## config.mk

```make
export PLATFORM = sky130hd
export DESIGN_NAME = snn_layer_ctrl_flat
export DESIGN_NICKNAME = d
export VERILOG_FILES = /design/src/rtl/snn_layer_ctrl_if.sv /design/src/rtl/snn_layer_ctrl.sv /design/src/flat_wrapper.sv
export SDC_FILE = /design/constraint.sdc
export NUM_CORES = 1
export LEC_CHECK = 0
export CORE_MARGIN = 1.5
export CORE_UTILIZATION = 34
export DETAILED_ROUTE_END_ITERATION = 8
export PLACE_DENSITY = 0.82
export REMOVE_ABC_BUFFERS = 1
export SLEW_MARGIN = 20
export SYNTH_ARGS = -nofsm -noshare
export SYNTH_HDL_FRONTEND = slang
export SYNTH_SLANG_ARGS = --single-unit
```

## constraint.sdc

```tcl
create_clock -name clk -period 2.3 [get_ports clk]
set_clock_uncertainty 0.1 [all_clocks]
set_input_delay 0.46 -clock clk [delete_from_list [all_inputs] [get_ports clk]]
set_output_delay 0.46 -clock clk [all_outputs]
set_load 0.01 [all_outputs]
```

## src/rtl/snn_layer_ctrl_if.sv

```systemverilog
// ---------------------------------------------------------------------------
// snn_layer_ctrl_if
//
// Bundle of every handshake and bus signal of the SNN layer controller.
// The controller connects through the 'slave' modport; the surrounding
// system (input spike source, weight memory, neuron array, output sink)
// connects through the 'master' modport.
//
// Signal groups:
//   run control   : start (in), busy (out), done (out, 1-cycle pulse)
//   input spikes  : in_valid (in), in_ready (out), in_spikes[N_IN] (in)
//   weight read   : w_rd_en (out), w_addr (out), w_rdata (in, 1-cycle latency)
//   neuron array  : neu_clken, neu_clr, neu_data_in (out), neu_spike (in)
//   output spikes : out_valid (out), out_ready (in), out_spikes[N_NEU] (out)
//
// Directions above are as seen from the controller.
// ---------------------------------------------------------------------------
interface snn_layer_ctrl_if #(
    parameter int N_IN         = 16,
    parameter int N_NEU        = 8,
    parameter int WEIGHT_WIDTH = 8
);
    localparam int ADDR_W = (N_IN > 1) ? $clog2(N_IN) : 1;

    // Run control
    logic                          start;
    logic                          busy;
    logic                          done;

    // Input spike vector handshake
    logic                          in_valid;
    logic                          in_ready;
    logic [N_IN-1:0]               in_spikes;

    // Weight-row read port; slice j of w_rdata is the weight for neuron j
    logic                          w_rd_en;
    logic [ADDR_W-1:0]             w_addr;
    logic [N_NEU*WEIGHT_WIDTH-1:0] w_rdata;

    // Neuron array control and spike return
    logic [N_NEU-1:0]              neu_clken;
    logic [N_NEU-1:0]              neu_clr;
    logic [N_NEU*WEIGHT_WIDTH-1:0] neu_data_in;
    logic [N_NEU-1:0]              neu_spike;

    // Per-timestep output spike vector handshake
    logic                          out_valid;
    logic                          out_ready;
    logic [N_NEU-1:0]              out_spikes;

    modport slave (
        input  start, in_valid, in_spikes, w_rdata, neu_spike, out_ready,
        output busy, done, in_ready, w_rd_en, w_addr,
               neu_clken, neu_clr, neu_data_in, out_valid, out_spikes
    );

    modport master (
        output start, in_valid, in_spikes, w_rdata, neu_spike, out_ready,
        input  busy, done, in_ready, w_rd_en, w_addr,
               neu_clken, neu_clr, neu_data_in, out_valid, out_spikes
    );
endinterface

```

## src/rtl/snn_layer_ctrl.sv

```systemverilog
// ---------------------------------------------------------------------------
// snn_layer_ctrl
//
// Sequencer for one fully connected spiking-neuron layer. A run lasts
// T_STEPS timesteps. Each timestep:
//   1. accept one presynaptic spike vector (in_valid/in_ready),
//   2. scan every input index in order; for each set spike bit read the
//      weight row from memory and, one cycle later, accumulate that row
//      into all neurons (neu_clken all-ones, neu_data_in = row),
//   3. sample the neuron spike outputs, reset every neuron that fired,
//   4. present the spike vector on out_valid/out_ready.
// The neurons are cleared once at the start of each run (CLEAR state);
// membrane state is intentionally kept across the end of a run.
//
// Ports:
//   clk   : single clock, rising edge
//   nRST  : asynchronous active-low reset
//   bus   : snn_layer_ctrl_if.slave (run control, input/output spike
//           handshakes, weight read port, neuron array control)
//
// Timing: with the in_valid/in_ready handshake in cycle 0, SCAN occupies
// cycles 1..N_IN, DRAIN N_IN+1, FIRE N_IN+2 and out_valid rises in cycle
// N_IN+3.
// ---------------------------------------------------------------------------
module snn_layer_ctrl #(
    parameter int N_IN         = 16,
    parameter int N_NEU        = 8,
    parameter int WEIGHT_WIDTH = 8,
    parameter int T_STEPS      = 16
) (
    input  logic             clk,
    input  logic             nRST,
    snn_layer_ctrl_if.slave  bus
);
    localparam int ADDR_W = (N_IN > 1) ? $clog2(N_IN) : 1;
    // One extra bit so the counter can hold T_STEPS after the last step.
    localparam int STEP_W = $clog2(T_STEPS + 1);
    localparam int ROW_W  = N_NEU * WEIGHT_WIDTH;

    localparam logic [ADDR_W-1:0] LAST_IDX  = ADDR_W'(N_IN - 1);
    localparam logic [STEP_W-1:0] LAST_STEP = STEP_W'(T_STEPS - 1);

    typedef enum logic [2:0] {
        IDLE,
        CLEAR,
        WAIT_IN,
        SCAN,
        DRAIN,
        FIRE,
        OUT,
        DONE
    } state_e;

    state_e             state_q, state_d;
    logic [ADDR_W-1:0]  idx_q, idx_d;
    logic [STEP_W-1:0]  step_q, step_d;
    logic [N_IN-1:0]    spikes_q, spikes_d;
    logic [N_NEU-1:0]   out_spikes_q, out_spikes_d;
    // Set in the cycle after a weight read was issued: the row arriving on
    // w_rdata in that cycle must be accumulated into the neurons.
    logic               acc_q, acc_d;

    logic [ROW_W-1:0]   acc_row;

    assign acc_row        = bus.w_rdata;
    assign bus.out_spikes = out_spikes_q;

    // -----------------------------------------------------------------------
    // State register
    // -----------------------------------------------------------------------
    // NOTE: sequential state uses non-blocking assignments only, so every
    // flop samples the values computed before this edge, independent of
    // process evaluation order.
    always_ff @(posedge clk or negedge nRST) begin
        if (!nRST) begin
            state_q      <= IDLE;
            idx_q        <= '0;
            step_q       <= '0;
            spikes_q     <= '0;
            out_spikes_q <= '0;
            acc_q        <= 1'b0;
        end else begin
            state_q      <= state_d;
            idx_q        <= idx_d;
            step_q       <= step_d;
            spikes_q     <= spikes_d;
            out_spikes_q <= out_spikes_d;
            acc_q        <= acc_d;
        end
    end

    // -----------------------------------------------------------------------
    // Next-state and output decode
    // -----------------------------------------------------------------------
    // NOTE: every signal written here gets a default at the top; a path that
    // leaves one unassigned would infer a latch.
    always_comb begin
        state_d         = state_q;
        idx_d           = idx_q;
        step_d          = step_q;
        spikes_d        = spikes_q;
        out_spikes_d    = out_spikes_q;
        acc_d           = 1'b0;

        bus.busy        = (state_q != IDLE);
        bus.done        = 1'b0;
        bus.in_ready    = 1'b0;
        bus.w_rd_en     = 1'b0;
        bus.w_addr      = '0;
        bus.neu_clken   = '0;
        bus.neu_clr     = '0;
        bus.neu_data_in = '0;
        bus.out_valid   = 1'b0;

        // Accumulate stage of the read pipeline. It runs alongside the scan
        // (SCAN idx>=1) and in DRAIN, so one index per cycle is sustained.
        // acc_q is never set in CLEAR or FIRE, so no conflict below.
        if (acc_q) begin
            bus.neu_clken   = '1;
            bus.neu_data_in = acc_row;
        end

        case (state_q)
            IDLE: begin
                if (bus.start) begin
                    state_d = CLEAR;
                end
            end

            CLEAR: begin
                bus.neu_clken = '1;
                bus.neu_clr   = '1;
                step_d        = '0;
                state_d       = WAIT_IN;
            end

            WAIT_IN: begin
                bus.in_ready = 1'b1;
                if (bus.in_valid) begin
                    spikes_d = bus.in_spikes;
                    idx_d    = '0;
                    state_d  = SCAN;
                end
            end

            SCAN: begin
                // The address is walked even for zero bits so the timestep
                // length does not depend on spike density.
                bus.w_addr  = idx_q;
                bus.w_rd_en = spikes_q[idx_q];
                acc_d       = spikes_q[idx_q];
                if (idx_q == LAST_IDX) begin
                    state_d = DRAIN;
                end else begin
                    idx_d = idx_q + ADDR_W'(1);
                end
            end

            DRAIN: begin
                // Only the pending accumulate of the last index happens here.
                state_d = FIRE;
            end

            FIRE: begin
                // Membranes now include every accumulate of this timestep.
                // Neurons that fired are reset to zero in the same cycle.
                out_spikes_d  = bus.neu_spike;
                bus.neu_clken = bus.neu_spike;
                bus.neu_clr   = bus.neu_spike;
                state_d       = OUT;
            end

            OUT: begin
                bus.out_valid = 1'b1;
                if (bus.out_ready) begin
                    step_d  = step_q + STEP_W'(1);
                    state_d = (step_q == LAST_STEP) ? DONE : WAIT_IN;
                end
            end

            DONE: begin
                bus.done = 1'b1;
                state_d  = IDLE;
            end

            default: begin
                state_d = IDLE;
            end
        endcase
    end
endmodule
```

## src/flat_wrapper.sv

```systemverilog
// flat-port wrapper written by rule: the top's interface ports become plain ports
module snn_layer_ctrl_flat 
#(
    parameter int N_IN         = 16,
    parameter int N_NEU        = 8,
    parameter int WEIGHT_WIDTH = 8,
    parameter int T_STEPS      = 16
)
  (clk, nRST, bus_start, bus_in_valid, bus_in_spikes, bus_w_rdata, bus_neu_spike, bus_out_ready, bus_busy, bus_done, bus_in_ready, bus_w_rd_en, bus_w_addr, bus_neu_clken, bus_neu_clr, bus_neu_data_in, bus_out_valid, bus_out_spikes);
  snn_layer_ctrl_if #(.N_IN(N_IN), .N_NEU(N_NEU), .WEIGHT_WIDTH(WEIGHT_WIDTH)) bus_i ();
  input  logic clk;
  input  logic nRST;
  input wire logic [$bits(bus_i.start)-1:0] bus_start;
  input wire logic [$bits(bus_i.in_valid)-1:0] bus_in_valid;
  input wire logic [$bits(bus_i.in_spikes)-1:0] bus_in_spikes;
  input wire logic [$bits(bus_i.w_rdata)-1:0] bus_w_rdata;
  input wire logic [$bits(bus_i.neu_spike)-1:0] bus_neu_spike;
  input wire logic [$bits(bus_i.out_ready)-1:0] bus_out_ready;
  output wire logic [$bits(bus_i.busy)-1:0] bus_busy;
  output wire logic [$bits(bus_i.done)-1:0] bus_done;
  output wire logic [$bits(bus_i.in_ready)-1:0] bus_in_ready;
  output wire logic [$bits(bus_i.w_rd_en)-1:0] bus_w_rd_en;
  output wire logic [$bits(bus_i.w_addr)-1:0] bus_w_addr;
  output wire logic [$bits(bus_i.neu_clken)-1:0] bus_neu_clken;
  output wire logic [$bits(bus_i.neu_clr)-1:0] bus_neu_clr;
  output wire logic [$bits(bus_i.neu_data_in)-1:0] bus_neu_data_in;
  output wire logic [$bits(bus_i.out_valid)-1:0] bus_out_valid;
  output wire logic [$bits(bus_i.out_spikes)-1:0] bus_out_spikes;
  assign bus_i.start = bus_start;
  assign bus_i.in_valid = bus_in_valid;
  assign bus_i.in_spikes = bus_in_spikes;
  assign bus_i.w_rdata = bus_w_rdata;
  assign bus_i.neu_spike = bus_neu_spike;
  assign bus_i.out_ready = bus_out_ready;
  assign bus_busy = bus_i.busy;
  assign bus_done = bus_i.done;
  assign bus_in_ready = bus_i.in_ready;
  assign bus_w_rd_en = bus_i.w_rd_en;
  assign bus_w_addr = bus_i.w_addr;
  assign bus_neu_clken = bus_i.neu_clken;
  assign bus_neu_clr = bus_i.neu_clr;
  assign bus_neu_data_in = bus_i.neu_data_in;
  assign bus_out_valid = bus_i.out_valid;
  assign bus_out_spikes = bus_i.out_spikes;
  snn_layer_ctrl #(.N_IN(N_IN), .N_NEU(N_NEU), .WEIGHT_WIDTH(WEIGHT_WIDTH), .T_STEPS(T_STEPS)) u_core (.clk(clk), .nRST(nRST), .bus(bus_i));
endmodule
```

Word level (Yosys, flattened, before mapping)

Cells that the tools add are included.

ROM bits: 0
Output and inout bits: 97
Latch bits: 0
Logic and storage cells: 53
Register bits: 37
Input bits: 93
Memories: 0
RAM bits: 0

Equality and inequality tests: 14
Div/mod/pow operators: 0
Order comparisons: 1
Shift-type cells: 0
Multiplexer cells: 22
$mul: 0
Reductions and logical operators: 8
Bitwise operators: 0
$add $sub $neg: 2

Operator list:

| cell                | count |
|---|---|
| $mux 64             | 1 |
| $pmux 8 s2          | 2 |
| $pmux 3 s8          | 1 |
| $mux 3              | 5 |
| $eq 3x3->1 const B  | 4 |
| $mux 4              | 3 |
| $pmux 5 s2          | 1 |
| $mux 8              | 1 |
| $ne 2x2->1 const B  | 4 |
| $pmux 4 s2          | 1 |
| $eq 3x2->1 const B  | 2 |
| $add 5x1->5 const B | 1 |
| $eq 5x4->1 const B  | 1 |
| $lt 4x5->1 const B  | 1 |
| $mux 1              | 5 |
| $mux 5              | 1 |
| $add 4x1->4 const B | 1 |
| $bmux 1 s4          | 1 |
| $eq 4x4->1 const B  | 1 |
| $reduce_and 2->1    | 2 |
| $reduce_and 4->1    | 1 |
| $reduce_bool 2->1   | 2 |
| $eq 3x1->1 const B  | 1 |
| $logic_not 3->1     | 1 |
| 3 further kinds     | 3 |

Logic depth before layout (Yosys ltp)

Gate-level depths: netlist of run 1.

Depth after elaboration: 4
Gate-level depth with buffers: 7
Mapped depth without buffers: 7

Worst setup path after synthesis of run 1

Ideal clock, no wire load.

Path type: register to output
Start: register u_core.idx_q[0]
End: output port bus_w_rd_en
Setup slack: 0.460 ns
Arrival: 1.280 ns
Buffers on the path: 1
Data required time: 1.740 ns
Cell stages (with the launch flop): 5
Path through: dfrtp_1 buf_6 mux4_2 o2111ai_1 a21boi_1

Word-level cells in the longest chain between the ends: 3

Ends and longest elaborated chain:

| what                         | RTL line              | source |
|---|---|---|
| from (decl)                  | snn_layer_ctrl.sv:55  | `logic [ADDR_W-1:0] idx_q, idx_d;` |
| from (signal assigned)       | snn_layer_ctrl.sv:84  | `idx_q <= idx_d;` |
| $bmux 1 s4                   | snn_layer_ctrl.sv:150 | `bus.w_rd_en = spikes_q[idx_q];` |
| $mux 1 (implied by the code) | snn_layer_ctrl.sv:150 |  |
| $mux 1                       | snn_layer_ctrl.sv:123 | `case (state_q)` |
| to (decl)                    | flat_wrapper.sv:22    | `output wire logic [$bits(bus_i.w_rd_en)-1:0] bus_w_rd_en;` |

No other way between the ends. The select of a mux whose other input is x is not followed.

Worst setup path in the final report of run 1

Ends and elaborated chain as after synthesis.

==> results of run 1 <==
==> worst register-to-register path: stages, from the launching register on <==
cell and delay, ps:
dfrtp_1 440, ha_2 210, and2b_2 220, buf_4 160
buf_4 130, buf_4 140, a21boi_4 200, o32a_1 180
o21a_1 110
==> stage by stage <==
stage / worst slack [ps] / util (%) / hold WS (ps) / std cells
global placement: -9.44 / 65.3 / 385 / 543
CTS: -28.5 / 67.1 / 409 / 553
floorplan: 331 / - / 64.4 / 244
global route: -99.5 / 68.1 / 422 / 558
finish: 1.81 / 68.1 / 405 / 558
detailed placement: -45.8 / 65.3 / 393 / 543
==> cells in the final DEF (no fill, tap or decap), types with 3 or more instances in the layout <==
| cell | Yosys | final |
|---|---|---|
| clkdlybuf4s50_1 | 0 | 165 |
| and2_1 | 69 | 69 |
| dfrtp_1 | 37 | 35 |
| mux2_2 | 24 | 24 |
| nand2_1 | 21 | 21 |
| o21ai_0 | 19 | 19 |
| buf_4 | 1 | 18 |
| dlygate4sd2_1 | 0 | 16 |
| inv_1 | 17 | 15 |
| mux2i_1 | 7 | 7 |
| nor2_1 | 7 | 7 |
| ha_1 | 7 | 5 |
| clkbuf_8 | 0 | 5 |
| a22o_1 | 3 | 3 |
| nand3_1 | 3 | 3 |
| clkbuf_2 | 1 | 3 |
| dlymetal6s2s_1 | 0 | 3 |
==> Yosys cell counts (2+ instances only) <==
master     n  area (um^2)
xor2_1     2         17.5
buf_6      2         22.5
nand3_1    3         15.0
mux2_2    24          270
nor2_1     7         26.3
clkbuf_1  10         37.5
o21ai_0   19         95.1
a21oi_1    2         10.0
inv_1     17         63.8
dfrtp_1   37          926
nand2_1   21         78.8
o21a_1     2         15.0
mux2i_1    7         70.1
a22o_1     3         26.3
mux4_2     2         45.0
nand2b_1   2         12.5
and2_1    69          432
ha_1       7         87.6
and2b_1    2         15.0
==> area by class of cell <==
class	instances	area, um^2
clock buffer	5	68.8
clock inverter	2	35.0
fill	587	2210
inverter	17	63.8
multi-input combinational	190	1410
sequential	37	928
tap	96	120
timing repair buffer	211	2070
==> where the power goes <==
group	internal (mW)	switching, mW	leakage, nW
combinational	1.95	1.47	1.61
clock	0.315	0.226	0.0540
sequential	0.943	0.221	0.453
==> logic make-up after synthesis <==
logic type / count (synthesis) / share of synthesized area, %
xor gates and xnor gates: 3 / 1.07
muxes: 33 / 15.7
and+or+nand+nor: 109 / 25.7
DFF: 37 / 37.6
adders and majority gates: 7 / 3.56
AOI/OAI and AO/OA: 38 / 10.5
buffers and inverters: 33 / 5.90
==> worst min-delay path by stage <==
stage                     cells past startpoint                                    to                                  from
final                                         1  u_core.bus.out_spikes[3]$_DFFE_PN0N_  u_core.bus.out_spikes[3]$_DFFE_PN0N_
after global routing                          1  u_core.bus.out_spikes[3]$_DFFE_PN0N_  u_core.bus.out_spikes[3]$_DFFE_PN0N_
after CTS                                     1  u_core.bus.out_spikes[7]$_DFFE_PN0N_  u_core.bus.out_spikes[7]$_DFFE_PN0N_
after detailed placement                      1  u_core.bus.out_spikes[7]$_DFFE_PN0N_  u_core.bus.out_spikes[7]$_DFFE_PN0N_
after global placement                        1        u_core.spikes_q[6]$_DFFE_PN0P_        u_core.spikes_q[6]$_DFFE_PN0P_
after floorplan                               0                u_core.acc_q$_DFF_PN0_                                  nRST
==> flip-flops by register name (all words and copies together), names as in the netlist <==
signal	flops
u_core.acc_q	1
u_core.bus.out_spikes	8
u_core.idx_q	4
u_core.spikes_q	16
u_core.state_q	3
u_core.step_q	5
==> repair_timing <==
item | in CTS | in global routing
endpoints found under the setup margin | 23 | 59
resized for setup | 29 | 16
endpoints found under the hold margin | 0 | 0
buffers inserted | 3 | 4
gates cloned | 0 | 1
pin swaps | 1 | 4
==> per-layer routing <==
metal,GRT usage (%),up-vias,part of all wire [%]
met3,4.34,16,7.2
met2,39.7,117,54
met4,7.53,0,2.2
met5,0,-,0
met1,21.8,1200,36
li1,-,1260,-
==> results.sh, run 1 <==
export IMPL_p_leak_nw=2.11
export IMPL_outcome="finished, final reports clean"
export IMPL_ios=190
export IMPL_crit_path_end="bus_w_rd_en"
export IMPL_drv_cap=0
export IMPL_cts_buffers=5
export IMPL_reg2reg_to="u_core.idx_q[3]$_DFFE_PN0P_"
export IMPL_vdd_ir_drop_max_v=0.000502
export IMPL_end_kind="primary output"
export IMPL_drt_wl_total_um=8410
export IMPL_grt_pass1_wl_um=12300
export IMPL_r2r_start="u_core.state_q[1]$_DFFE_PN0P_"
export IMPL_fin_area_um2=4700
export IMPL_path_delay_family="multiplexers"
export IMPL_area_growth_pct=91.1
export IMPL_timing_fmax_ghz=0.435
export IMPL_root_buffer="clkbuf_8"
export IMPL_dieWidth_um=88.1
export IMPL_path_class="reg -> out"
export IMPL_start_util_pct=35.6
export IMPL_num_nets_final=562
export IMPL_final_antenna_net_count=0
export IMPL_dieArea_um2=7750
export IMPL_initialDrtViolationCount=51
export IMPL_ys_seq_elements=37
export IMPL_max_slew_margin_rel_pct=67.3
export IMPL_reg2reg_depth=8
export IMPL_arrival_ps=1740
export IMPL_critPathRequiredTime_ps=1740
export IMPL_period_share_pct=99.9
export IMPL_antenna_found_initial=0
export IMPL_dr_pass1_iters=4
export IMPL_grt_setup_unrepaired="true"
export IMPL_die_height_um=88.1
export IMPL_startpoint="u_core.idx_q[0]$_DFFE_PN0P_"
export IMPL_antennaDiodeCount=0
export IMPL_tns_ps=0
export IMPL_wl_per_cell_um=15.1
export IMPL_synthCells=260
export IMPL_grt_max_degree=65
export IMPL_drive_above_1_share_pct=15.8
export IMPL_crit_fanout=3
export IMPL_ff2ff_setup_slack_ps=350
export IMPL_synth_edf_count=0
export IMPL_cp_start_kind="flip-flop"
export IMPL_syn_area_per_cell_um2=9.46
export IMPL_drv_slew=0
export IMPL_finalSetupViolations=0
export IMPL_ys_flop_type="dfrtp_1"
export IMPL_clock_sinks=37
export IMPL_vias=2593
export IMPL_ys_types=41
export IMPL_drc=0
export IMPL_post_dp_cell_area_um2=4510
export IMPL_rows=30
export IMPL_power_density_nw_per_um2=1090
export IMPL_hold_path_class="reg -> reg"
export IMPL_h_tree_depth=2
export IMPL_cts_hold_buf=0
export IMPL_cp_depth=5
export IMPL_crit_path_top_delay_cell="mux4_2"
export IMPL_worstMarginPinSlew_ps=490
export IMPL_clk_pin_slew_worst_paths_ps=70
export IMPL_total_power_mw=5.12
export IMPL_async_flop_share_pct=100
export IMPL_yosysSeqAreaShare_pct=37.6
export IMPL_cts_path_max_buffers=2
export IMPL_syn_area_um2=2460
export IMPL_grt_util_all_layers_pct=20.6
export IMPL_insertion_delay_ps=290
export IMPL_grt_pass1_vias=2577
export IMPL_gp_congestion=0.825
export IMPL_finalHoldViolCount=0
export IMPL_critPathBufInv=2
export IMPL_slowest_delay_ps=500
export IMPL_period_minus_slack_ps=2300
export IMPL_synth_warnings=0
export IMPL_crit_chain="buf_12, mux4_2, o2111ai_2, a21boi_1, buf_2"
export IMPL_coreArea_um2=6910
export IMPL_cts_tree="yes"
export IMPL_grt_overflow=0
export IMPL_dpl_hpwl_um=6680
export IMPL_vias_per_cell=4.65
export IMPL_io_buffers=189
No activity file was read; power rests on OpenSTA's default activity.
==> run 2, diff against run 1 <==
--- a/config.mk
+++ b/config.mk
@@ -10,6 +10,7 @@
 export DETAILED_ROUTE_END_ITERATION = 8
 export PLACE_DENSITY = 0.82
 export REMOVE_ABC_BUFFERS = 1
+export SKIP_CTS_REPAIR_TIMING = 1
 export SLEW_MARGIN = 20
 export SYNTH_ARGS = -nofsm -noshare
 export SYNTH_HDL_FRONTEND = slang
==> run 2 against run 1 <==
Clock power is essentially flat. Final area rose by 0.96%. Critical path depth fell by 1. Critical path type unchanged. Critical endpoint unchanged. Largest cell class unchanged. Largest power group unchanged.
==> results.sh, run 2 (synthesis results as in run 1) <==
export IMPL_grt_setup_unrepaired="true"
export IMPL_vdd_ir_drop_max_v=0.000520
export IMPL_layout_setup_ws_ps=55.6
export IMPL_crit_fanout=4
export IMPL_dieWidth_um=88.1
export IMPL_cp_start_kind="flip-flop"
export IMPL_drc=0
export IMPL_largest_register_ffs=16
export IMPL_vias_per_cell=4.69
export IMPL_finalSetupViolations=0
export IMPL_hold_path_class="reg -> reg"
export IMPL_grt_max_degree=65
export IMPL_wl_per_cell_um=15.4
export IMPL_final_cell_mix="clkdlybuf4s50_1, and2_1, dfrtp_1"
export IMPL_post_dp_cell_area_um2=4510
export IMPL_tns_ps=0
export IMPL_period_share_pct=97.6
export IMPL_drt_wl_total_um=8530
export IMPL_drv_slew=0
export IMPL_grt_util_all_layers_pct=20.3
export IMPL_root_buffer="clkbuf_8"
export IMPL_area_growth_pct=92.9
export IMPL_num_nets_final=559
export IMPL_antenna_found_initial=0
export IMPL_arrival_ps=1680
export IMPL_die_height_um=88.1
export IMPL_final_antenna_net_count=0
export IMPL_initialDrtViolationCount=64
export IMPL_grt_pass1_vias=2530
export IMPL_dpl_hpwl_um=6680
export IMPL_dr_pass1_iters=4
export IMPL_grt_pass1_wl_um=12200
export IMPL_vias=2602
export IMPL_finalHoldViolCount=0
export IMPL_dieArea_um2=7750
export IMPL_start_util_pct=35.6
export IMPL_p_leak_nw=2.30
export IMPL_fin_area_um2=4750
export IMPL_hold_slack_ps=404
export IMPL_grt_overflow=0
export IMPL_cts_tree="yes"
export IMPL_h_tree_depth=2
export IMPL_period_minus_slack_ps=2240
export IMPL_end_kind="primary output"
export IMPL_regMostFlops="u_core.spikes_q"
export IMPL_ios=190
export IMPL_io_buffers=189
export IMPL_antennaDiodeCount=0
export IMPL_pre_cts_slack_ps=-45.8
export IMPL_drive_above_1_share_pct=14.4
export IMPL_clk_pin_slew_worst_paths_ps=70
export IMPL_worstMarginPinSlew_ps=477
export IMPL_power_density_nw_per_um2=1090
export IMPL_timing_fmax_ghz=0.446
export IMPL_gp_congestion=0.825
export IMPL_layout_commonest_cell="clkdlybuf4s50_1"
export IMPL_coreArea_um2=6910
export IMPL_cts_buffers=5
export IMPL_critPathRequiredTime_ps=1740
export IMPL_max_slew_margin_rel_pct=68.2
export IMPL_outcome="finished, final reports clean"
export IMPL_clock_sinks=37
export IMPL_rows=30
export IMPL_path_class="reg -> out"
export IMPL_insertion_delay_ps=290
export IMPL_cts_path_max_buffers=2
export IMPL_drv_cap=0
## run 2: path summary, 6_finish.rpt
kind | startpoint | to | slack, ps | cells after the start
setup / recovery | u_core.idx_q[0]$_DFFE_PN0P_ | bus_w_rd_en | 60 | 4
hold / removal | u_core.bus.out_spikes[2]$_DFFE_PN0N_ | u_core.bus.out_spikes[2]$_DFFE_PN0N_ | 400 | 1
setup reg to reg | u_core.state_q[0]$_DFFE_PN0P_ | u_core.idx_q[3]$_DFFE_PN0P_ | 400 | 8
hold reg to reg | u_core.bus.out_spikes[2]$_DFFE_PN0N_ | u_core.bus.out_spikes[2]$_DFFE_PN0N_ | 400 | 1
max in group asynchronous | nRST | u_core.idx_q[0]$_DFFE_PN0P_ | 1240 | 2
min in group asynchronous | nRST | u_core.step_q[1]$_DFFE_PN0P_ | 490 | 2
## run 2: cell type report
cell class / count / area [um^2]
repair buffers: 208 / 2120
flip-flops and latches: 37 / 928
clock buffers: 5 / 68.8
fillers: 574 / 2160
inverters: 17 / 63.8
clock inverters: 2 / 35.0
well taps: 96 / 120
multi-input cells: 190 / 1410
## run 2: stage by stage
stage / power, mW / utilization (%) / instances
after CTS: 5.11 / 66.8 / 550
final: 5.18 / 68.7 / 555
after detailed placement: 4.55 / 65.3 / 543
after global placement: 4.46 / 65.3 / 543
after floorplan: 2.69 / - / 244
after global routing: 5.54 / 68.7 / 555
## run 2: power by group
| part | switching (mW) | internal, mW | total, mW | leakage (nW) |
|---|---|---|---|---|
| clock network | 0.226 | 0.315 | 0.541 | 0.0540 |
| logic | 1.47 | 2.01 | 3.48 | 1.79 |
| registers | 0.218 | 0.943 | 1.16 | 0.453 |
| total | 1.91 | 3.27 | 5.18 | 2.30 |
## run 2: layer usage
layer	up-vias	part of all wire, %	track usage (%)
li1	1255	-	-
met1	1199	36	21.7
met2	128	54	39.3
met3	20	7.4	4.24
met4	0	2.5	6.96
met5	-	0	0
## run 2: worst max-delay path, cell delays in order, from the launching register on
cell       delay (ps)
dfrtp_2           410
mux4_2            510
o2111ai_1         210
a21boi_1          110
buf_2             150
==> patch, RTL diff (flow settings as in run 1) <==
`WEIGHT_WIDTH` is set to 8 in 3 places; all go to 10.
--- a/src/rtl/snn_layer_ctrl_if.sv
+++ b/src/rtl/snn_layer_ctrl_if.sv
@@ -19,5 +19,5 @@
     parameter int N_IN         = 16,
     parameter int N_NEU        = 8,
-    parameter int WEIGHT_WIDTH = 8
+    parameter int WEIGHT_WIDTH = 10
 );
     localparam int ADDR_W = (N_IN > 1) ? $clog2(N_IN) : 1;
--- a/src/rtl/snn_layer_ctrl.sv
+++ b/src/rtl/snn_layer_ctrl.sv
@@ -26,5 +26,5 @@
     parameter int N_IN         = 16,
     parameter int N_NEU        = 8,
-    parameter int WEIGHT_WIDTH = 8,
+    parameter int WEIGHT_WIDTH = 10,
     parameter int T_STEPS      = 16
 ) (
--- a/src/flat_wrapper.sv
+++ b/src/flat_wrapper.sv
@@ -4,5 +4,5 @@
     parameter int N_IN         = 16,
     parameter int N_NEU        = 8,
-    parameter int WEIGHT_WIDTH = 8,
+    parameter int WEIGHT_WIDTH = 10,
     parameter int T_STEPS      = 16
 )
Interface: changed (resized bus_neu_data_in and bus_w_rdata); port bits go from 190 to 222. The function was not compared with the original's and may differ.
==> patch against run 1 <==
  * Setup slack is essentially flat
  * Sequential cell count is the same
  * Design area grew 9.0%
  * Synthesized area grew 4.1%
  * Power shrank 12%
  * Via count grew 6.4%
  * Routed wire length grew 9.1%
  * Register-to-register slack lost 90 ps
==> patch: results (changes against run 1) <==
* Status: finished, final reports clean
* # port buffers at 221 (+17%)
* Hold Startpoint: u_core.bus.out_spikes[5]
* Clock edge transition at the registers on the reported setup and hold paths at 70 ps (about the same)
* Reg2reg path depth at 6 (-2)
* Num CTS Buffers at 5 (unchanged)
* Gpl congestion at 0.835 (+1.3%)
* CTS H-tree lvls at 2 (unchanged)
* Hold path endpoint: u_core.bus.out_spikes[5]
* Worst vdd ir at 0.626 mV (+25%)
* Post-DR vias/cell at 4.55 (-2.0%)
* Top cells by area, synth: dfrtp_1 (36%), and2_1 (21%), mux2_2 (11%), ha_1 (3.4%), nand2_1 (2.9%)
* Yosys warnings at 0 (unchanged)
* Clk Latency, worst-skew pair at 290 ps (about the same)
* Crit path arrival time at 1740 ps (about the same)
* Reg2reg setup slack at 260 ps (-90 ps)
* Gr usage total at 22.2% (+1.6 points)
* Hold path cells at 1 (unchanged)
* Register area share after synthesis at 36.2% (-1.5 points)
* DRT Pass-1 Iters at 4 (unchanged)
* Worst-Margin Slew at 388 ps (-102 ps)
* Share of layout cells above drive strength 1 at 14.0% (-1.8 points)
* Vias in the first global route at 2692 (+4.5%)
* Max FFs per register at 16 (unchanged)
* Wire per inst at 15.1 um (+0.49%)
* Reg-to-Reg Start: u_core.idx_q[0]
* Filler cell count at 565 (-3.7%)
* WHS at 408 ps (+2.52 ps)
* Unique masters post-synth at 38 (-7.3%)
* Number of DRC markers in iteration 0 at 57 (+12%)
* Post-synth top cells: and2_1 (85), dfrtp_1 (37), mux2_2 (25), nand2_1 (20)
* Final HPWL DP at 7460 um (+12%)
* HP Class: register to register
* Layout net count at 622 (+11%)
* CTS Root Cell: clkbuf_8
* CTS Buffer Depth at 2 (unchanged)
* Asr flop ratio synth at 100% (unchanged)
* Initial antenna violation count at 0 (unchanged)
* Global-route wire length before repair at 14500 um (+18%)
* Reg2reg end: u_core.state_q[0]
* Largest net degree at the start of global routing at 81 (+25%)
* Leak at 0.00224 uW (+6.0%)
* N_diodes at 0 (unchanged)
* Biggest register: u_core.spikes_q
* Worst-path fanout max at 6 (+3)
-- patch: critical path, stage by stage, from the launching register on --
cell and delay (ps):
dfrtp_2 460, mux4_2 510, nand2b_4 140, nand4_1 110
o31ai_2 80, buf_2 150
-- patch: logic make-up after synthesis --
kind of cell	count (synthesis)	synth area share [%]
fa+ha+maj	7	3.42
mux	34	15.6
simple gates	133	30.2
flops	37	36.2
buf+inv	31	4.84
xor+xnor	3	1.03
compound gates	31	8.75
-- patch: layout make-up --
cell class / instances / area, um2 / share of cell area (%)
inverters: 14 / 52.6 / 1.03
well taps: 99 / 124 / 2.42
repair buffers: 240 / 2370 / 46.2
multi-input cells: 208 / 1570 / 30.6
clock inverters: 2 / 10.0 / 0.195
flip-flops and latches: 37 / 931 / 18.2
clock buffers: 6 / 72.6 / 1.42
-- patch: power by group --
part,switching [uW],internal [uW],total (uW),leakage (uW)
clock,223,210,433,0.0000450
sequential,243,943,1190,0.000450
combinational,1200,1680,2880,0.00175
total,1670,2830,4500,0.00224
-- patch: worst max-delay path by stage --
stage | endpoint | start | slack (ps)
floorplan | bus_neu_clken[6] | u_core.acc_q | 200
detailed placement | bus_w_rd_en | u_core.idx_q[0] | -120
CTS | bus_w_rd_en | u_core.idx_q[0] | -110
global route | bus_w_rd_en | u_core.idx_q[0] | -70
finish | bus_w_rd_en | u_core.idx_q[0] | 1
global placement | bus_w_rd_en | u_core.idx_q[0] | -70
-- patch: what timing repair did --
| item | 4_1_cts | 5_1_grt |
|---|---|---|
| endpoints found under the hold margin | 15 | 0 |
| endpoints found under the setup margin | 24 | 70 |
| hold buffers | 1 | 0 |
| gates resized for setup | 31 | 13 |
| gates cloned | 0 | 1 |
| pin swaps | 1 | 1 |
| buffers inserted | 1 | 2 |
-- patch: stage by stage --
stage	cell area [um2]	std cells	power [uW]	setup TNS (ps)	worst slack (ps)
floorplan	2490	259	2510	0	202
global placement	4940	593	3940	-72.6	-72.6
detailed placement	4940	593	4030	-138	-116
CTS	5060	603	4440	-113	-113
global route	5130	606	4800	-71.8	-71.8
finish	5130	606	4500	0	1.36
-- patch: layer usage --
layer / global-route usage (%) / up-vias / part of all wire [%]
met3: 3.72 / 10 / 4.6
li1: - / 1365 / -
met1: 25.7 / 1288 / 40
met4: 5.03 / 0 / 1.2
met2: 42.5 / 97 / 54
met5: 0 / - / 0
